## config.mk

```make
export PLATFORM = sky130hd
export DESIGN_NAME = light_sequencer
export DESIGN_NICKNAME = d
export VERILOG_FILES = /design/src/rtl/light_sequencer.sv
export SDC_FILE = /design/constraint.sdc
export NUM_CORES = 1
export LEC_CHECK = 0
export CAP_MARGIN = 30
export CORE_MARGIN = 2
export CORE_UTILIZATION = 50
export CTS_BUF_LIST = sky130_fd_sc_hd__clkbuf_16
export CTS_CLUSTER_DIAMETER = 120
export DETAILED_ROUTE_END_ITERATION = 8
export PLACE_DENSITY = 0.7
export RECOVER_POWER = 100
export SLEW_MARGIN = 20
export SYNTH_ARGS = -nofsm -noshare
export SYNTH_HDL_FRONTEND = slang
export SYNTH_SLANG_ARGS = --single-unit
```

## constraint.sdc

```tcl
create_clock -name clk -period 3.5 [get_ports clk]
set_input_delay 1.05 -clock clk [delete_from_list [all_inputs] [get_ports clk]]
set_output_delay 1.05 -clock clk [all_outputs]
set_load 0.005 [all_outputs]
```

## src/rtl/light_sequencer.sv

```systemverilog
// light_sequencer: round-robin NUM_CH traffic-light sequencer with tick prescaler, enable and force-red.
// Define LSEQ_ACTUATED_EN for demand-driven channel selection and green extension from req.
module light_sequencer #(
  parameter int unsigned NUM_CH   = 2,
  parameter int unsigned PRESCALE = 500000,
  parameter int unsigned GREEN_T  = 8,
  parameter int unsigned YELLOW_T = 2,
  parameter int unsigned ALLRED_T = 1,
  localparam int unsigned CH_W    = (NUM_CH > 2) ? $clog2(NUM_CH) : 1
) (
  input  logic                  clk,
  input  logic                  reset,
  input  logic                  en,
  input  logic                  force_red,
  input  logic [NUM_CH-1:0]     req,
  output logic [2*NUM_CH-1:0]   light,
  output logic [CH_W-1:0]       active_ch,
  output logic [1:0]            state,
  output logic                  tick
);

  localparam int unsigned       PW        = (PRESCALE > 1) ? $clog2(PRESCALE) : 1;
  localparam int unsigned       LW        = 2 * NUM_CH;
  localparam logic [PW-1:0]     PRE_MAX   = PW'(PRESCALE - 1);
  localparam logic [7:0]        GREEN_RL  = 8'(GREEN_T - 1);
  localparam logic [7:0]        YELLOW_RL = 8'(YELLOW_T - 1);
  localparam logic [7:0]        ALLRED_RL = 8'(ALLRED_T - 1);
  localparam logic [CH_W-1:0]   LAST_CH   = CH_W'(NUM_CH - 1);

  typedef enum logic [1:0] {
    S_ALLRED = 2'b00,
    S_GREEN  = 2'b01,
    S_YELLOW = 2'b10
  } state_t;

  state_t            state_q;
  logic [7:0]        dwell_q;
  logic [PW-1:0]     pre_q;
  logic              tick_q;
  logic [CH_W-1:0]   active_q;
  logic [LW-1:0]     light_q;

  logic [CH_W-1:0]   nxt_ch;
  logic [CH_W-1:0]   prv_ch;
  logic [CH_W-1:0]   go_ch;
  logic              go_ok;
  logic              extend;

  assign nxt_ch = (active_q == LAST_CH) ? '0 : active_q + 1'b1;
  assign prv_ch = (active_q == '0) ? LAST_CH : active_q - 1'b1;

`ifdef LSEQ_ACTUATED_EN
  logic [CH_W-1:0]   scan_c;
  logic [NUM_CH-1:0] others;

  // Cyclic search starting at active+1; the active channel itself is visited last.
  always_comb begin
    go_ok  = 1'b0;
    go_ch  = active_q;
    scan_c = nxt_ch;
    for (int unsigned i = 0; i < NUM_CH; i++) begin
      if (!go_ok && req[scan_c]) begin
        go_ok = 1'b1;
        go_ch = scan_c;
      end
      scan_c = (scan_c == LAST_CH) ? '0 : scan_c + 1'b1;
    end
  end

  assign others = req & ~(NUM_CH'(1) << active_q);
  assign extend = req[active_q] && (others == '0);
`else
  logic unused_req;
  assign unused_req = ^req;
  assign go_ok      = 1'b1;
  assign go_ch      = nxt_ch;
  assign extend     = 1'b0;
`endif

  function automatic logic [LW-1:0] light_of(state_t s, logic [CH_W-1:0] ch);
    logic [1:0] code;
    code = (s == S_GREEN) ? 2'b01 : (s == S_YELLOW) ? 2'b10 : 2'b00;
    return LW'(code) << {ch, 1'b0};
  endfunction

  always_ff @(posedge clk) begin
    if (!reset) begin
      state_q  <= S_ALLRED;
      dwell_q  <= ALLRED_RL;
      pre_q    <= '0;
      tick_q   <= 1'b0;
      active_q <= LAST_CH;
      light_q  <= '0;
    end else if (force_red) begin
      state_q  <= S_ALLRED;
      dwell_q  <= ALLRED_RL;
      pre_q    <= '0;
      tick_q   <= 1'b0;
      light_q  <= '0;
      // Step back so the interrupted channel is served again after clearance.
      if (state_q != S_ALLRED) active_q <= prv_ch;
    end else begin
      if (en) begin
        pre_q  <= (pre_q == PRE_MAX) ? '0 : pre_q + 1'b1;
        tick_q <= (pre_q == PRE_MAX);
      end else begin
        tick_q <= 1'b0;
      end
      if (tick_q) begin
        if (dwell_q != '0) begin
          dwell_q <= dwell_q - 1'b1;
        end else begin
          case (state_q)
            S_ALLRED: begin
              if (go_ok) begin
                state_q  <= S_GREEN;
                active_q <= go_ch;
                dwell_q  <= GREEN_RL;
                light_q  <= light_of(S_GREEN, go_ch);
              end else begin
                dwell_q  <= ALLRED_RL;
              end
            end
            S_GREEN: begin
              if (extend) begin
                dwell_q <= GREEN_RL;
              end else begin
                state_q <= S_YELLOW;
                dwell_q <= YELLOW_RL;
                light_q <= light_of(S_YELLOW, active_q);
              end
            end
            default: begin
              state_q <= S_ALLRED;
              dwell_q <= ALLRED_RL;
              light_q <= '0;
            end
          endcase
        end
      end
    end
  end

  assign light     = light_q;
  assign active_ch = active_q;
  assign state     = state_q;
  assign tick      = tick_q;

endmodule

```

### After elaboration in Yosys (flattened, before gate mapping)

Index checks and enable logic that the tools add are counted.

* add/sub/neg operators: 4
* multiply operators: 0
* div/mod/pow operators: 0
* $lt $le $gt $ge: 0
* eq/ne operators: 4
* shift-type cells: 2
* muxes and demuxes: 12
* bitwise logic cells: 3
* reduce and logical (&&, ||, !) cells: 9

Operators with widths (count)
* 19-bit by 1-bit adder with 19-bit output, second input constant: 1
* 19-bit equality test, second input constant: 1
* 19-bit two-way mux: 1
* 8-bit two-way mux: 1
* 4-bit case mux with 2 select lines: 1
* 8-bit nonzero test: 1
* 8-bit by 1-bit subtractor with 8-bit output, second input constant: 1
* 1-bit two-way mux: 7
* 3-bit case mux with 2 select lines: 1
* 2-bit nonzero test: 3
* 2-bit case mux with 2 select lines: 1
* 4-bit AND reduction: 1
* 1-bit by 2-bit << shifter with 4-bit output, first input constant: 1
* 2-bit by 2-bit << shifter with 4-bit output, first input constant: 1
* 1-bit inverter: 3
* 3-bit OR reduction: 1
* 2-bit by 1-bit equality test with 1-bit output, second input constant: 1
* 2-bit zero test: 1
* 2-bit by 1-bit inequality test with 1-bit output, second input constant: 1
* 2-bit inequality test, second input constant: 1
* 2-bit AND reduction: 1
* 2-bit OR reduction: 1
* 1-bit adder, second input constant: 1
* 1-bit subtractor, second input constant: 1

* flip-flop bits (word level): 35
* bits in latches: 0
* memory bits (writable): 0
* ROM bits: 0
* input port bits: 6
* output and inout bits: 8
* logic and storage cells: 40
* memories: 0

### Logic depth before layout (Yosys ltp)

* depth in word-level cells: 6
* mapped depth: 7
* gate-level depth less buffers: 6

### Least setup slack after synthesis

Ideal clock, no wire load.

* path kind: input to register
* start point: input port en
* end point: register pre_q[18]
* library setup time: 0.070 ns
* arrival time: 2.257 ns
* required time: 3.430 ns
* setup slack: 1.173 ns
* stages: 5
* path buffers: 1
* cells stage by stage: buf_4 nand3_2 or3_4 or4_1 a21oi_1

RTL lines
* start: declaration: line 13 `input logic en,`
* end signal: assignment: line 104 `pre_q <= (pre_q == PRE_MAX) ? '0 : pre_q + 1'b1;`
* end: declaration: line 38 `logic [PW-1:0] pre_q;`

==> results.md <==
- Outcome: complete, no violations
- Total gr overflow: 0
- Yosys cell types: 40
- CTS max path bufs: 2
- Syn Nets: 194
- Clock Sinks: 35
- Skew final: 0.00437 ns
- Ports: 14
- Buffers on Ports: 11
- Ys Warns: 0
- Pwr Total: 0.912 mW
- CTS Buf Count: 5
- Post-CTS Hold Fix Bufs: 0
- CP max-delay cell: o41ai_2
- Ys async rst share: 0%
- Synthesized instance count: 185
- Worst EP required: 3.67 ns
- Fillcell total: 300
- WL final: between 3000 and 4000 um
- Critical-path maximum fanout: 10
- Root Buffer: clkbuf_16
- Final period utilization: 84.7%
- Register area: 701 sq um
- Routed length per instance: roughly 14 um
- Slew headroom: approximately half
- Commonest non-fill, non-tap cell in the layout: dfxtp_1
- CP Capture Type: flop
- Worst skew pair latency: 0.28 ns
- Final instance area: 1960 sq um
- Final hold violation count: 0
- Pwr per Cell Area: ~470 nW/um^2
- Ant. Diodes: 0
- Pin count of the biggest net entering global routing: 12
- CTS tree: done
- Area post-placement: 1820 sq um
- Fmax: 337 MHz
- RSZ-0062 raised after global routing: no
- Cell area after synthesis: 1670 sq um
- Initial Util: 53.7%
- Max cap viols: 0
- DP Wirelength: 2310 um
- Initial DRC Count: 58
- Nets: 209
- Pre-Repair DR Iteration Count: 4
- Final worst setup slack: 0.536 ns
- Routed Antenna Nets: 0
- Static Leak: 0.643 nW
- Synth Register Bits: 35
- Die Y: 61.7 um
- DRC Markers: 0
- H-tree depth: 2
- Total GRT Usage: around a fifth
- Row cnt: 20
- Tmin final: 2.96 ns
- Worst hold path class: reg -> reg
- Placement Setup Slack: about 0.47 ns
- Least-Margin Pin Slew: 0.738 ns
- Max incr delay on CP: 0.79 ns
- Setup bufs post-CTS: 0
- Seq/Total Area, Yosys: 42.1%
- Initial antenna violation count: 0
- P&R area growth vs syn: 17.6%
- Global placement routability congestion: 0.832
- Cell Chain, Critical Path: clkdlybuf4s50_1 -> nand3_1 -> o41ai_2 -> buf_4 -> nor2_1
- Routed vias/inst: 5.60
- Worst-path clk slew: roughly 0.06 ns
- Die area: approximately 3800 sq um
- Synth Flop Type: dfxtp_1
- Avg Synthesized Cell Area: 9.00 sq um
- Setup TNS Final: 0 ns
- Area of the multi-input gates: 906 sq um
- VDD IR max: 0.348 mV
- Endpoints failing setup: 0
- Vias in the first global route: 1318
- Setup CP Type: in -> reg
- Core Box Area: 3100 sq um
- Worst setup SP type: input port
- Final Slew Violations: 0
- Die Wd: 61.7 um
- Share of layout cells above drive strength 1: 6.47%
- Vias: between 1000 and 1500
- First-pass GRT wire length: 5820 um
- Most frequent cells in the layout: dfxtp_1 (35), nor2_1 (26), nand2_1 (15), xnor2_1 (12), nand3_1 (11)
- Final core occ: around 63%
- Post-synth EDFFs: 0
- Crit path DAT: between 3 and 4 ns
- CTS resizes: 0
==> path summary, 6_finish.rpt <==
kind            start         to  slack, ns  cells after the start
max                en  pre_q[13]       0.54                      5
min          light[3]   light[3]       0.45                      2
max reg2reg  pre_q[0]  pre_q[13]       1.38                      5
min reg2reg  light[3]   light[3]       0.45                      2
==> where the power goes <==
group / switching, mW / internal, mW
logic: 0.00956 / 0.00664
registers: 0.000893 / 0.399
clock network: 0.163 / 0.332
==> cell usage after synthesis (all sizes together) (5+ instances only) <==
cell / number / area share [%]
a21oi: 10 / 3.0
dfxtp: 35 / 42
nand2: 15 / 3.4
nand3: 11 / 3.6
nand4: 5 / 3.2
nor2: 26 / 5.9
nor3: 6 / 1.8
o21ai: 5 / 1.5
or3: 7 / 2.9
xnor2: 12 / 6.3
xor2: 7 / 3.7
==> layout make-up <==
type / count / share of cell area (%)
inverter: 4 / 0.767
timing repair buffer: 12 / 6.01
sequential: 35 / 35.8
multi-input combinational: 142 / 46.3
clock inverter: 3 / 1.98
clock buffer: 5 / 6.39
tap: 44 / 2.81
==> flip-flops by register name, summed over array words and instances, names as in the netlist <==
register / flops
pre_q: 19
light: 4
tick: 1
active_ch: 1
dwell_q: 8
state: 2
==> routing by layer <==
layer	GRT usage, %	vias to the layer above	share of wire, %
met1	24.8	660	47
li1	-	687	-
met4	6.99	0	0.75
met5	0	-	0
met3	6.42	4	3.6
met2	34.6	22	49
==> cells by family after synthesis <==
logic type	Yosys count	synth area share (%)
buffers and inverters	8	2.25
adders and majority gates	3	2.25
DFF	35	42.1
xor gates and xnor gates	19	9.99
muxes	4	2.48
and+or+nand+nor	93	31.6
AOI/OAI and AO/OA	23	9.32
==> through the flow <==
step	std cells	hold WS (ns)
2_1_floorplan	185	0.448
3_3_place_gp	237	0.441
3_5_place_dp	237	0.451
4_1_cts	245	0.458
5_1_grt	245	0.474
6_report	245	0.451
==> critical path, delay by kind of cell <==
family	cells	cell delay (ns)
AO/OA/AOI/OAI	1	0.79
buffers and inverters	2	0.90
AND/OR/NAND/NOR	2	0.38
No activity file was read; power rests on OpenSTA's default activity.
==> edit (same settings) <==
The option `LSEQ_ACTUATED_EN` is turned on by a define.
--- a/src/rtl/light_sequencer.sv
+++ b/src/rtl/light_sequencer.sv
@@ -1,5 +1,7 @@
 // light_sequencer: round-robin NUM_CH traffic-light sequencer with tick prescaler, enable and force-red.
 // Define LSEQ_ACTUATED_EN for demand-driven channel selection and green extension from req.
+`define LSEQ_ACTUATED_EN
+
 module light_sequencer #(
   parameter int unsigned NUM_CH   = 2,
   parameter int unsigned PRESCALE = 500000,
Behaviour: same outputs for any inputs over 10 cycles, from zero or initial values and one cycle with reset low; that may be too few to reach the edited logic, so the function may still have changed.
==> edit against the unedited design <==
  * Routed wire length rose by 8.1%
  * Sequential cell count did not move
  * Synthesized cell count rose by 11%
  * Total power fell by 9.2%
  * Area after synthesis rose by 9.2%
  * Cell area rose by 5.4%
  * Core utilization fell by 2.7 points
  * Maximum frequency rose by 6.0%
  * Combinational power rose by 63%
  * Cell count rose by 6.9%
  * Setup slack improved by 0.17 ns
  * Global-route usage fell by 0.84 points
  * First-iteration DRC count rose by 88%
  * Largest power group is now sequential cells
==> edit: results (changes against the unedited design) <==
Status = complete, no violations
Initial DRC Count = 109 (+88%)
Flop pwr share = 48.4% (+4.5 points)
Met1 usage = 23.80% (-1.0 points)
Compound-cell area share of the yosys netlist = 12.45% (+3.1 points)
Arr. time, crit path = 2.92 ns (-0.21 ns)
Worst clock skew = 0.004278 ns (-0.00009412 ns)
Peak per-stage delay on the critical path = 0.67 ns (-0.12 ns)
Layout cells sized above 1 = 7.407% (+0.94 points)
Fill cells = 298 (-0.67%)
Synth Area in Adders = 2.063% (-0.19 points)
WL/cell = 13.80 um (+1.1%)
Metal2 WL = 1833 um (+13%)
Routed wl met3 = 123 um (+3.4%)
Top cells by area, synth = dfxtp_1 (39%), nor2_1 (5.0%), xor2_1 (4.8%), xnor2_1 (3.9%), nand3_1 (3.3%)
Number of global-route vias before repair = 1,469 (+11%)
Worst hold endpoint = light[1]
Pre-CTS WS = 0.6373 ns (+0.1709 ns)
WHS = 0.4733 ns (+0.02265 ns)
Multiplexer area fraction after synthesis = 1.719% (-0.76 points)
Largest net degree at the start of global routing = 19 (+7)
Worst setup margin = 0.7038 ns (+0.1678 ns)
CP max FO = 18 (+8)
Worst flop-to-flop path endpoint = pre_q[14]
Placed Cells incl. Taps = 254 (+7.2%)
[edit: cell types whose count changed after synthesis, moves of 3 or more]
cell	change
nand4_1	+6
o21ai_0	+5
or3_1	-5
and3_1	+4
and4_1	+4
buf_2	+4
xnor2_1	-4
nor2b_1	-3
xor2_1	+3
[edit: through the flow]
| step | util, % | total power [mW] | area [sq um] |
|---|---|---|---|
| 6_report | 60.40 | 0.8275 | 2063 |
| 5_1_grt | 60.40 | 0.8576 | 2063 |
| 4_1_cts | 60.81 | 0.8417 | 2077 |
| 3_5_place_dp | 56.81 | 0.4366 | 1941 |
| 3_3_place_gp | 56.81 | 0.4358 | 1941 |
| 2_1_floorplan | - | 0.4278 | 1819 |
[edit: final cells by class]
class,instances,area [sq um],share of cell area (%)
tap,46,57.56,2.790
inverter,3,11.26,0.5458
clock inverter,3,11.26,0.5458
timing repair buffer,13,130.1,6.307
multi-input combinational,157,1027,49.79
clock buffer,5,125.1,6.064
sequential,35,700.7,33.96
